File: config.mk
export PLATFORM = sky130hd
export DESIGN_NAME = keypad_matrix_scanner
export DESIGN_NICKNAME = d
export VERILOG_FILES = /design/src/rtl/keypad_matrix_scanner.sv
export SDC_FILE = /design/constraint.sdc
export NUM_CORES = 1
export LEC_CHECK = 0
export BUFFER_PORTS_ARGS = -buffer_cell sky130_fd_sc_hd__buf_2
export CELL_PAD_IN_SITES_DETAIL_PLACEMENT = 0
export CELL_PAD_IN_SITES_GLOBAL_PLACEMENT = 1
export CORE_UTILIZATION = 30
export DETAILED_ROUTE_END_ITERATION = 8
export PLACE_DENSITY = 0.63
export SYNTH_ARGS = -nofsm -noshare
export SYNTH_HDL_FRONTEND = slang
export SYNTH_SLANG_ARGS = --single-unit
File: constraint.sdc
create_clock -name clk -period 2.9 [get_ports clk]
set_clock_uncertainty 0.05 [all_clocks]
set_input_delay 0.29 -clock clk [delete_from_list [all_inputs] [get_ports clk]]
set_output_delay 0.29 -clock clk [all_outputs]
set_load 0.05 [all_outputs]
File: src/rtl/keypad_matrix_scanner.sv
// ROWS_COUNT x COLS_COUNT keypad scanner: one-hot column drive, press/release debounce,
// {row_idx,col_idx} encoding and valid/ack handshake. Define KEYPAD_AUTOREPEAT_EN for held-key repeat.
module keypad_matrix_scanner #(
  parameter int unsigned ROWS_COUNT      = 4,
  parameter int unsigned COLS_COUNT      = 4,
  parameter int unsigned SCAN_DIV        = 16,
`ifdef KEYPAD_AUTOREPEAT_EN
  parameter int unsigned REPEAT_DELAY    = 4096,
  parameter int unsigned REPEAT_PERIOD   = 1024,
`endif
  parameter int unsigned DEBOUNCE_CYCLES = 64
) (
  input  logic                                             clk,
  input  logic                                             rst,
  input  logic                                             start,
  input  logic [ROWS_COUNT-1:0]                            rows,
  input  logic                                             ack,
  output logic [COLS_COUNT-1:0]                            cols,
  output logic [ROWS_COUNT+COLS_COUNT-1:0]                 data,
  output logic [$clog2(ROWS_COUNT)+$clog2(COLS_COUNT)-1:0] code,
  output logic                                             valid,
  output logic                                             multi_err
);

  localparam int unsigned RW  = $clog2(ROWS_COUNT);
  localparam int unsigned CW  = $clog2(COLS_COUNT);
  localparam int unsigned DVW = $clog2(SCAN_DIV);
  localparam int unsigned DBW = $clog2(DEBOUNCE_CYCLES + 1);

`ifdef KEYPAD_AUTOREPEAT_EN
  typedef enum logic [2:0] {S_SCAN, S_DEBOUNCE, S_REPORT, S_RELEASE, S_REPEAT} state_t;
`else
  typedef enum logic [2:0] {S_SCAN, S_DEBOUNCE, S_REPORT, S_RELEASE} state_t;
`endif

  state_t                 state;
  logic [DVW-1:0]         dwell;
  logic [DBW-1:0]         cnt;
  logic [ROWS_COUNT-1:0]  pattern;

  function automatic logic [RW-1:0] row_index(input logic [ROWS_COUNT-1:0] v);
    row_index = '0;
    for (int unsigned i = 0; i < ROWS_COUNT; i++)
      if (v[i]) row_index = RW'(i);
  endfunction

  function automatic logic [CW-1:0] col_index(input logic [COLS_COUNT-1:0] v);
    col_index = '0;
    for (int unsigned i = 0; i < COLS_COUNT; i++)
      if (v[i]) col_index = CW'(i);
  endfunction

  function automatic logic [COLS_COUNT-1:0] rotl(input logic [COLS_COUNT-1:0] v);
    rotl = {v[COLS_COUNT-2:0], v[COLS_COUNT-1]};
  endfunction

`ifdef KEYPAD_AUTOREPEAT_EN
  localparam int unsigned RPT_MAX = (REPEAT_DELAY > REPEAT_PERIOD) ? REPEAT_DELAY : REPEAT_PERIOD;
  localparam int unsigned RPW     = $clog2(RPT_MAX + 1);

  logic [RPW-1:0] rpt_cnt;
  logic           rpt_first;
  logic [RPW-1:0] rpt_limit_c;
  logic           single_c;

  // First repeat waits the long delay, later ones the period
  assign rpt_limit_c = rpt_first ? RPW'(REPEAT_DELAY - 1) : RPW'(REPEAT_PERIOD - 1);
  assign single_c    = ($countones(pattern) == 1);
`endif

  always_ff @(posedge clk or negedge rst) begin
    if (!rst) begin
      state     <= S_SCAN;
      cols      <= COLS_COUNT'(1);
      data      <= '0;
      code      <= '0;
      valid     <= 1'b0;
      multi_err <= 1'b0;
      dwell     <= '0;
      cnt       <= '0;
      pattern   <= '0;
`ifdef KEYPAD_AUTOREPEAT_EN
      rpt_cnt   <= '0;
      rpt_first <= 1'b1;
`endif
    end else begin
      multi_err <= 1'b0;
      case (state)
        S_SCAN: begin
          if (!start) begin
            dwell <= '0;
          end else if (dwell == DVW'(SCAN_DIV - 1)) begin
            dwell <= '0;
            if (rows == '0) begin
              cols <= rotl(cols);
            end else begin
              pattern <= rows;
              cnt     <= '0;
              state   <= S_DEBOUNCE;
            end
          end else begin
            dwell <= dwell + DVW'(1);
          end
        end

        // Extra cycle past the last match gives DEBOUNCE_CYCLES+1 latency from the sample edge
        S_DEBOUNCE: begin
          if (rows != pattern) begin
            dwell <= '0;
            state <= S_SCAN;
          end else if (cnt == DBW'(DEBOUNCE_CYCLES)) begin
            cnt <= '0;
`ifdef KEYPAD_AUTOREPEAT_EN
            rpt_cnt   <= '0;
            rpt_first <= 1'b1;
`endif
            if ($countones(pattern) == 1) begin
              data  <= {pattern, cols};
              code  <= {row_index(pattern), col_index(cols)};
              valid <= 1'b1;
              state <= S_REPORT;
            end else begin
              multi_err <= 1'b1;
              state     <= S_RELEASE;
            end
          end else begin
            cnt <= cnt + DBW'(1);
          end
        end

        S_REPORT: begin
          if (ack) begin
            valid <= 1'b0;
            cnt   <= '0;
            state <= S_RELEASE;
`ifdef KEYPAD_AUTOREPEAT_EN
            rpt_cnt   <= '0;
            rpt_first <= 1'b1;
`endif
          end
        end

        S_RELEASE: begin
          if (rows != '0) begin
            cnt <= '0;
          end else if (cnt == DBW'(DEBOUNCE_CYCLES - 1)) begin
            cnt   <= '0;
            dwell <= '0;
            cols  <= rotl(cols);
            state <= S_SCAN;
          end else begin
            cnt <= cnt + DBW'(1);
          end
`ifdef KEYPAD_AUTOREPEAT_EN
          if (single_c && (rows == pattern)) begin
            if (rpt_cnt == rpt_limit_c) begin
              rpt_cnt   <= '0;
              rpt_first <= 1'b0;
              valid     <= 1'b1;
              state     <= S_REPEAT;
            end else begin
              rpt_cnt <= rpt_cnt + RPW'(1);
            end
          end else begin
            rpt_cnt   <= '0;
            rpt_first <= 1'b1;
          end
`endif
        end

`ifdef KEYPAD_AUTOREPEAT_EN
        // Repeat timer keeps running while waiting for ack; a repeat due now is dropped
        S_REPEAT: begin
          cnt <= '0;
          if (ack) begin
            valid <= 1'b0;
            state <= S_RELEASE;
          end
          if (rows == pattern) begin
            if (rpt_cnt == rpt_limit_c) begin
              rpt_cnt   <= '0;
              rpt_first <= 1'b0;
            end else begin
              rpt_cnt <= rpt_cnt + RPW'(1);
            end
          end else begin
            rpt_cnt   <= '0;
            rpt_first <= 1'b1;
          end
        end
`endif

        default: state <= S_SCAN;
      endcase
    end
  end

endmodule

-- Word level (Yosys, flattened, before mapping)
Index checks and enable logic that the tools add are counted.
W data, S select, Z words.
- register bits after elaboration: 36
- bits in latches: 0
- bits in writable memories: 0
- memories: 0
- bits in read-only memories: 0
- input bits: 8
- word-level logic and storage cells: 96
- mux-type cells: 46
- $lt $le $gt $ge: 0
- $add $sub $neg: 5
- reductions and logical operators: 14
- shift operators: 0
- multiply operators: 0
- bitwise gates (word level): 2
- eq/ne operators: 20
- div/mod/pow operators: 0
- operator list (operator ; count):
    $mux W7 ; 8
    $mux W4 ; 10
    $pmux W7 S4 ; 1
    $mux W3 ; 8
    $ne A2 B2 Y1 const B ; 11
    $pmux W3 S4 ; 1
    $pmux W4 S3 ; 1
    $reduce_and A4 Y1 ; 3
    $reduce_and A6 Y1 ; 2
    $mux W1 ; 11
    $mux W2 ; 4
    $pmux W4 S2 ; 1
    $reduce_bool A4 Y1 ; 2
    $add A7 B1 Y7 const B ; 1
    $eq A7 B6 Y1 const B ; 1
    $eq A7 B7 Y1 const B ; 1
    $reduce_and A7 Y1 ; 1
    $eq A3 B1 Y1 const B ; 2
    $eq A3 B2 Y1 const B ; 2
    $reduce_and A5 Y1 ; 1
    $add A1 B1 Y2 ; 2
    $add A4 B1 Y4 const B ; 1
    $eq A4 B4 Y1 const B ; 1
    $logic_not A4 Y1 ; 1
    8 further kinds ; 10

-- Depth between registers and ports, before layout
Gate-level depths: netlist (run 1).
- depth in word-level cells: 7
- gate-level depth with buffers: 11
- mapped depth without buffers: 10

-- Worst setup path before layout (run 1)
OpenSTA, ideal clock, no wires.
- kind: register -> register
- start point: reg pattern[0]
- end point: reg data[0]
- buffers on the path: 1
- data required time: 2.725 ns
- cell stages (with the launch flop): 11
- arrival: 2.588 ns
- setup slack: 0.137 ns
- setup time: 0.125 ns
- path through: dfrtp_1 inv_1 fa_1 inv_1 ha_1 ha_1 or3b_2 nor3_2 nand3_2 buf_6 mux2_2
- word-level cells in the longest chain between the ends: 4
- elaborated cells on any way between the ends: 6
- classes of those cells: add/sub: 2; eq/ne: 2; bitwise: 1; reduce/logical: 1
- ends and longest elaborated chain (what ; RTL line ; RTL):
    start: declaration ; 39 ; logic [ROWS_COUNT-1:0] pattern;
    start signal: assignment ; 97 ; pattern <= rows;
    $add A1 B1 Y2 (not written as such) ; 117 ; if ($countones(pattern) == 1) begin
    $add A2 B2 Y3 (not written as such) ; 117 ;
    $eq A3 B1 Y1 ; 117 ;
    $reduce_and A4 Y1 (no line) * ; -- ;
    end signal: assignment ; 118 ; data <= {pattern, cols};
    end: declaration ; 19 ; output logic [ROWS_COUNT+COLS_COUNT-1:0] data,
Every way passes the cells marked *; elsewhere a longest branch is shown, timed or not.
A chain may end at the register's enable or synchronous reset.

-- Worst setup path in the final report (run 1)
Same ends and word-level chain as after synthesis.

==> qor.yml, run 1 <==
pwr:
  powerDensity_nw_per_um2: 594
  clockPowerShare_pct: 32.3
  intPower_uw: 925
  power_frac_comb_pct: 26.1
  pwr-share-seq_pct: 41.6
  p_leak_nw: 1.12
  switchingPower_uw: 441
  ir_drop_mv: 0.239
  switching_share_pct: 32.3
floorplan:
  die_area_um2: 6670
  core_area_um2: 6030
  rows: 28
  io_pins: 26
  die-width_um: 81.7
  die_h_um: 81.7
  initial_core_util_pct: 31.6
place:
  gp_congestion: 0.742
  dpl_cell_area_um2: 2150
  port_buffers: 25
  dpl.hpwl_um: 2850
finish:
  postLayoutCellArea_um2: 2300
  nets: 238
  post_route_cells_drive_above_1_share_pct: 28.6
  syn2layout_area_growth_pct: 20.6
  final_util_pct: 38.1
  diodes: 0
grt:
  grt_max_degree: 36
  grt_pass1_vias: 1387
  grt_first_pass_wirelength_um: 6510
  antenna_found_initial: 0
  grt_overflow: 0
  gr-usage-all-layers_pct: 13.1
synthesis:
  synth_edf_count: 0
  netlist_instances: 184
  yosysTopAreaCell: "dfrtp_1"
  synth_common_cells: "dfrtp_1, nand2_1, o21ai_0"
  synthesis.area_um2: 1910
  synth.distinct_cells: 45
  ys_top_cells_by_area: "dfrtp_1, mux2_2, ha_1"
  ys_seq_elements: 35
  synth_most_common_cell: "dfrtp_1"
  yosys_warnings: 0
  avgSynthCellArea_um2: 10.4
  seq_area_frac_synth_pct: 46.0
  synth_flop_cell: "dfrtp_1"
  synth_nets: 203
  postSynth.asyncResetShare_pct: 100
  yosys.area.top_type_share_pct: 44.6
worst_setup_path:
  crit_fanout: 5
  cp-startpoint: "pattern[0]"
  end_kind: "flop"
  critPathRequiredTime_ps: 3030
  cp.arrival_ps: 2880
  crit_type: "reg -> reg"
  regToRegStartpoint: "pattern[0]"
  ff2ff_path_depth: 10
  cp-start-kind: "flop"
drt:
  drtAntennaViolNets: 0
  dr.pass1.iters: 4
  wl_um: 3920
  route.vias.total: 1435
  route.detailed.drc: 0
  post_drt_wl_per_cell_um: 13.3
  via_per_inst: 4.86
  drtIter0Drc: 66
timing:
  min_period_over_period_pct: 95.0
  hold_viol: 0
  tightest_slew_ps: 809
  rsz0062_at_grt: "false"
  max_slew_margin_pct: 46.0
  drv_slew: 0
  setup_tns_ps: 0
  setup_viol: 0
  timing.fmax_mhz: 363
  finalCriticalPeriod_ps: 2750
flow_run:
  drv_cap: 0
clock_tree:
  path_clk_slew_ps: 70
  cts_tree: "done"
  worstSkewPairLatency_ps: 290
  ctsLongestPathBuffers: 2
  cts_max_level: 2
  root_buffer: "clkbuf_8"
  numCtsBuffers: 5
  clock_sink_count: 35
  post_cts_buffers: 0
run_status:
  outcome: "completed"
hold_path:
  hold_path.class: "in -> async"
worst paths after layout:
check	slack (ps)	end
max	150	data[0]
min	30	state[0]
max reg2reg	150	data[0]
min reg2reg	430	code[3]
max in group asynchronous	2240	dwell[1]
min in group clk	150	valid
critical path: stages (launching register included):
cell and delay [ps]:
dfrtp_1 350, inv_1 70, fa_1 530, inv_1 40, ha_1 170, ha_1 260, or3b_4 410, nor3_2 130
nand3_2 180, buf_6 200, mux2_2 260
metrics by stage:
step	instances	hold WS [ps]	power (mW)	worst slack [ps]
floorplan	184	-55.6	0.842	137
global placement	286	390	0.938	62.4
detailed placement	286	391	0.940	23.1
CTS	294	69.6	1.39	6.94
global route	295	105	1.46	45.0
finish	295	34.7	1.37	146
registers in the layout, indices dropped and copies added (netlist names):
register   cells
pattern        4
valid          1
data           8
dwell          4
cols           4
code           4
multi_err      1
state          2
cnt            7
power by group through the flow:
stage                     logic (mW)  registers (mW)  clock network (mW)
after floorplan                0.277           0.566                   0
after global placement         0.362           0.576                   0
after detailed placement       0.363           0.578                   0
after CTS                      0.362           0.568               0.460
after global routing           0.404           0.576               0.484
final                          0.357           0.568               0.441
final cells by class:
type                    instances  area, µm²
inverters                      13       48.8
clock buffers                   5       68.8
fillers                       603       3730
well taps                      75       93.8
clock inverters                 3       43.8
flip-flops and latches         35        877
repair buffers                 31        204
multi-input cells             133        962
repair_timing:
| action | in CTS | in global routing |
|---|---|---|
| endpoints found under the setup margin | 0 | 6 |
| gates resized for setup | 0 | 2 |
| hold buffers | 0 | 0 |
layout by cell type (no fill, tap or decap), types with 2 or more instances in the layout:
cell	count
and3_1	3
nor2_1	9
nor3_1	4
clkbuf_8	5
ha_1	10
buf_2	25
nand2b_1	4
dfrtp_1	34
mux2_2	14
buf_4	3
inv_1	13
nand3_1	4
a31oi_1	3
xnor2_1	4
a311o_1	2
mux2i_1	2
o21ai_0	18
nand4_1	2
nand2_1	22
a21oi_1	8
cell families (layout without fill, tap and decap cells):
logic type | Yosys count | count (layout) | synth area share (%)
buffers and inverters | 16 | 52 | 3.61
XOR/XNOR | 4 | 4 | 1.84
AND/OR/NAND/NOR | 58 | 58 | 16.7
multiplexers | 16 | 16 | 9.32
adder cells (fa/ha/maj) | 11 | 11 | 7.62
flip-flops | 35 | 35 | 46.0
AO/OA/AOI/OAI | 44 | 44 | 14.9
layer usage:
layer  part of all wire [%]  track usage [%]  vias to the layer above
met5                      0                0                        -
met4                    1.6             5.79                        0
met3                    4.3             3.11                        7
met2                     47             21.1                       29
met1                     47             16.7                      664
li1                       -                -                      735
Note: power is estimated with default switching activity, not from simulation.
==> inputs of run 2 (changes only) <==
==> config.mk (replaced) <==
export PLATFORM = sky130hd
export DESIGN_NAME = keypad_matrix_scanner
export DESIGN_NICKNAME = d
export VERILOG_FILES = /design/src/rtl/keypad_matrix_scanner.sv
export SDC_FILE = /design/constraint.sdc
export NUM_CORES = 1
export LEC_CHECK = 0
export BUFFER_PORTS_ARGS = -buffer_cell sky130_fd_sc_hd__clkbuf_2
export CORE_UTILIZATION = 30
export DETAILED_ROUTE_END_ITERATION = 8
export GPL_TIMING_DRIVEN = 0
export PLACE_DENSITY = 0.53
export SYNTH_ARGS = -nofsm -noshare
export SYNTH_HDL_FRONTEND = slang
export SYNTH_SLANG_ARGS = --single-unit
==> qor.yml, run 2 (same netlist as run 1, synthesis figures left out) <==
run_status:
  outcome: "completed"
finish:
  postLayoutCellArea_um2: 2260
  syn2layout_area_growth_pct: 18.5
  nFillCells: 611
  regMostFlops: "data"
  final_common_cell: "dfrtp_1"
  diodes: 0
  top_regs: "data (8), cnt (7)"
  largest_register_ffs: 8
  nets: 240
  final_cell_mix: "dfrtp_1, clkbuf_2, nand2_1, o21ai_0, mux2_2"
  post_route_cells_drive_above_1_share_pct: 29.3
clock_tree:
  ctsLongestPathBuffers: 2
  numCtsBuffers: 5
  root_buffer: "clkbuf_8"
  cts_max_level: 2
  path_clk_slew_ps: 80
  clock_sink_count: 35
  worstSkewPairLatency_ps: 280
  postCtsHoldBufs: 0
  cts_tree: "done"
worst_setup_path:
  critPathSlowestCell: "fa_1"
  cp-start-kind: "flop"
  critPathRequiredTime_ps: 3020
  cp.arrival_ps: 2910
  cp.buffers_inverters: 3
  slowest_delay_ps: 530
  path_cells: "inv_1 -> fa_1 -> inv_1 -> ha_1 -> ha_1 -> or3b_4 -> nor3_4 -> nand3_2 -> buf_4 -> mux2_2"
  ff2ff_path_depth: 10
  crit_type: "reg -> reg"
  regToRegStartpoint: "pattern[0]"
  crit_fanout: 4
  critPathTopFamily: "adder cells"
  r2r_slack_ps: 110
  r2r_end: "code[2]"
  end_kind: "flop"
floorplan:
  initial_core_util_pct: 31.6
  rows: 28
  die_h_um: 81.7
  io_pins: 26
  die_area_um2: 6670
  core_area_um2: 6030
  die-width_um: 81.7
drt:
  wl_um: 3910
  via_per_inst: 4.90
  top_layer_used: "met4"
  post_drt_wl_per_cell_um: 13.2
  drtAntennaViolNets: 0
  wl_met1_um: 2010
  dr.pass1.iters: 4
  wl_met2_um: 1740
  route.detailed.drc: 0
  route.vias.total: 1455
  drtIter0Drc: 62
  wl_met3_um: 154
timing:
  setup_viol: 0
  drv_slew: 0
  layout_setup_ws_ps: 106
  hold_slack_ps: 74.1
  finalCriticalPeriod_ps: 2790
  min_period_over_period_pct: 96.4
  max_slew_margin_pct: 40.0
  tightest_slew_ps: 900
  hold_viol: 0
  timing.fmax_mhz: 358
place:
  gp_congestion: 0.796
  dpl.hpwl_um: 2810
  port_buffers: 25
  dpl_cell_area_um2: 2120
  place_ws_ps: -82.9
grt:
  antenna_found_initial: 0
  grt_max_degree: 36
  grt_first_pass_wirelength_um: 6400
  gr-usage-all-layers_pct: 12.6
  grt_overflow: 0
  grt_pass1_vias: 1330
hold_path:
  hold_path.class: "in -> async"
flow_run:
  drv_cap: 0
pwr:
  p_leak_nw: 1.08
  ir_drop_mv: 0.280
  powerDensity_nw_per_um2: 566
-- run 2: cell count changes in the layout (fill, tap and decap cells not counted) --
cell and delta:
bufinv_16 -1, buf_4 +1, clkbuf_2 +26, buf_2 -23
nor3_2 -1, nor3_4 +1, buf_12 -1, clkinvlp_4 +2
clkbuf_16 -1, clkinv_4 -1
-- run 2: how the worst max path moves through the flow --
stage / startpoint / cells past startpoint / endpoint / slack [ps]
final: pattern[0] / 10 / code[2] / 110
after floorplan: pattern[0] / 10 / data[0] / 140
after CTS: pattern[0] / 10 / data[1] / 90
after global placement: pattern[0] / 11 / data[4] / -50
after global routing: pattern[0] / 11 / valid / -20
after detailed placement: pattern[0] / 11 / data[2] / -80
-- run 2: cell type report --
class	instances	area [µm²]	area share, %
Clock buffer	5	68.8	3.05
Buffer	3	21.3	0.942
Inverter	13	48.8	2.16
Clock inverter	3	20.0	0.886
Tap cell	75	93.8	4.16
Sequential cell	35	877	38.8
Timing Repair Buffer	30	160	7.09
Multi-Input combinational cell	133	968	42.9
-- run 2: report_power, final --
group / switching, mW / internal, mW
Combinational: 0.211 / 0.146
Sequential: 0.0432 / 0.523
Clock: 0.187 / 0.167
Total: 0.441 / 0.836
-- run 2: per-layer routing --
| metal | GRT usage (%) | up-vias |
|---|---|---|
| met5 | 0 | - |
| met4 | 2.63 | 0 |
| met3 | 3.67 | 2 |
| met2 | 19.3 | 27 |
| met1 | 17.5 | 692 |
| li1 | - | 734 |
-- run 2: stage by stage --
stage	instances	power, mW	utilization (%)	TNS [ps]
2_1_floorplan	184	0.842	-	0
3_3_place_gp	284	0.929	35.3	-462
3_5_place_dp	284	0.932	35.3	-786
4_1_cts	295	1.29	37.2	0
5_1_grt	297	1.37	37.5	-18.2
6_report	297	1.28	37.5	0
-- run 2: repair_timing --
| action | CTS | global route |
|---|---|---|
| hold endpoints to repair | 0 | 0 |
| gates resized for setup | 2 | 1 |
| endpoints found under the setup margin | 11 | 1 |
| buffers inserted | 3 | 1 |
| cloned | 0 | 1 |
| pin swaps | 0 | 1 |
==> inputs of run 3 (changes only) <==
--- a/config.mk
+++ b/config.mk
@@ -6,10 +6,10 @@
 export NUM_CORES = 1
 export LEC_CHECK = 0
 export BUFFER_PORTS_ARGS = -buffer_cell sky130_fd_sc_hd__clkbuf_2
-export CORE_UTILIZATION = 30
+export CORE_UTILIZATION = 38
 export DETAILED_ROUTE_END_ITERATION = 8
 export GPL_TIMING_DRIVEN = 0
-export PLACE_DENSITY = 0.53
+export PLACE_DENSITY = 0.63
 export SYNTH_ARGS = -nofsm -noshare
 export SYNTH_HDL_FRONTEND = slang
 export SYNTH_SLANG_ARGS = --single-unit
==> qor.yml, run 3 (same netlist as run 1, synthesis figures left out) <==
run_status:
  outcome: "completed"
finish:
  largest_register_ffs: 8
  syn2layout_area_growth_pct: 18.4
  regMostFlops: "data"
  diodes: 0
  instances_no_fill: 287
  final_common_cell: "dfrtp_1"
  final_cell_mix: "dfrtp_1, clkbuf_2, nand2_1, o21ai_0, mux2_2"
  postLayoutCellArea_um2: 2260
  top_regs: "data (8), cnt (7)"
  post_route_cells_drive_above_1_share_pct: 28.6
  nets: 238
  final_util_pct: 47.1
place:
  gp_congestion: 0.778
  place_ws_ps: -20.5
  place_inst: 276
  dpl.hpwl_um: 2600
  port_buffers: 25
  dpl_cell_area_um2: 2110
drt:
  top_layer_used: "met3"
  drtIter0Drc: 52
  drtAntennaViolNets: 0
  wl_met1_um: 1770
  wl_met2_um: 1650
  wl_met3_um: 143
  dr.pass1.iters: 4
  wl_um: 3560
  route.vias.total: 1450
  post_drt_wl_per_cell_um: 12.4
  route.detailed.drc: 0
  via_per_inst: 5.05
grt:
  antenna_found_initial: 0
  grt_overflow: 0
  grt_max_degree: 36
  gr-usage-all-layers_pct: 14.8
  grt_first_pass_wirelength_um: 6090
  grt_pass1_vias: 1325
pwr:
  power_frac_comb_pct: 26.0
  p_leak_nw: 1.08
  intPower_uw: 947
  switchingPower_uw: 430
  pwr-share-seq_pct: 41.1
  powerDensity_nw_per_um2: 610
  clockPowerShare_pct: 32.9
  p_total_mw: 1.38
  ir_drop_mv: 0.328
  switching_share_pct: 31.2
worst_setup_path:
  cp-start-kind: "flop"
  end_kind: "flop"
  cp.arrival_ps: 2910
  r2r_slack_ps: 100
  crit_type: "reg -> reg"
  critPathCapture: "data[1]"
  regToRegStartpoint: "pattern[0]"
  cp-startpoint: "pattern[0]"
  critPathRequiredTime_ps: 3020
  r2r_end: "data[1]"
  ff2ff_path_depth: 10
  crit_fanout: 10
floorplan:
  die_h_um: 72.8
  die_area_um2: 5300
  io_pins: 26
  initial_core_util_pct: 39.8
  rows: 25
  die-width_um: 72.8
  core_area_um2: 4790
timing:
  hold_slack_ps: 57.5
  hold_viol: 0
  setup_tns_ps: 0
  drv_slew: 0
  finalCriticalPeriod_ps: 2800
  min_period_over_period_pct: 96.5
  layout_setup_ws_ps: 103
  tightest_slew_ps: 868
  rsz0062_at_grt: "false"
  setup_viol: 0
  timing.fmax_mhz: 358
  max_slew_margin_pct: 42.2
clock_tree:
  clock_sink_count: 35
  postCtsHoldBufs: 0
  path_clk_slew_ps: 70
  cts_max_level: 2
  worstSkewPairLatency_ps: 280
  cts_tree: "done"
  root_buffer: "clkbuf_8"
  ctsLongestPathBuffers: 2
  numCtsBuffers: 5
hold_path:
  hold_path.class: "in -> async"
flow_run:
  drv_cap: 0
[run 3: cell types whose count changed in the layout (fill, tap and decap cells not counted)]
cell	before	now
or3b_2	0	1
nor3_2	0	1
buf_2	2	1
nor3_4	1	0
clkbuf_8	5	6
or3b_4	1	0
buf_4	4	3
bufinv_16	0	1
clkinvlp_4	2	0
[run 3: final cells by class]
| type | instances | area [µm²] |
|---|---|---|
| clock buffer | 6 | 82.6 |
| tap | 67 | 83.8 |
| inverter | 13 | 48.8 |
| fill | 474 | 2530 |
| multi-input combinational | 133 | 960 |
| clock inverter | 2 | 35.0 |
| timing repair buffer | 28 | 148 |
| sequential | 35 | 877 |
| buffer | 3 | 21.3 |
[run 3: power groups by stage]
| stage | Sequential, mW | Combinational (mW) | Clock [mW] |
|---|---|---|---|
| final | 0.566 | 0.358 | 0.453 |
| after global routing | 0.574 | 0.414 | 0.487 |
| after CTS | 0.566 | 0.360 | 0.467 |
| after detailed placement | 0.575 | 0.359 | 0 |
| after global placement | 0.573 | 0.356 | 0 |
| after floorplan | 0.566 | 0.277 | 0 |
[run 3: worst min path at each step]
stage / slack, ps / startpoint / end
2_1_floorplan: -60 / rst / cnt[0]
3_3_place_gp: 400 / rst / data[5]
3_5_place_dp: 410 / rst / data[5]
4_1_cts: 100 / rst / data[7]
5_1_grt: 140 / rst / data[5]
6_report: 60 / rst / data[7]
[run 3: what timing repair did]
item                                    CTS  global route
pin swaps                                 0             1
endpoints found under the setup margin   11            11
buffers inserted                          3             0
gates resized for setup                   1             0
[run 3: per-layer routing]
layer  GRT usage, %  up-vias
met4           3.92        0
met5              0        -
met2           22.5       29
li1               -      728
met3           4.14        0
met1           20.6      693
[run 3: worst max-delay path: stages, from the launching register on]
cell	delay, ps
dfrtp_1	350
inv_1	70
fa_1	530
inv_1	40
ha_1	170
ha_1	260
or3b_2	520
nor3_2	150
nand3_2	130
buf_6	170
mux2_2	260
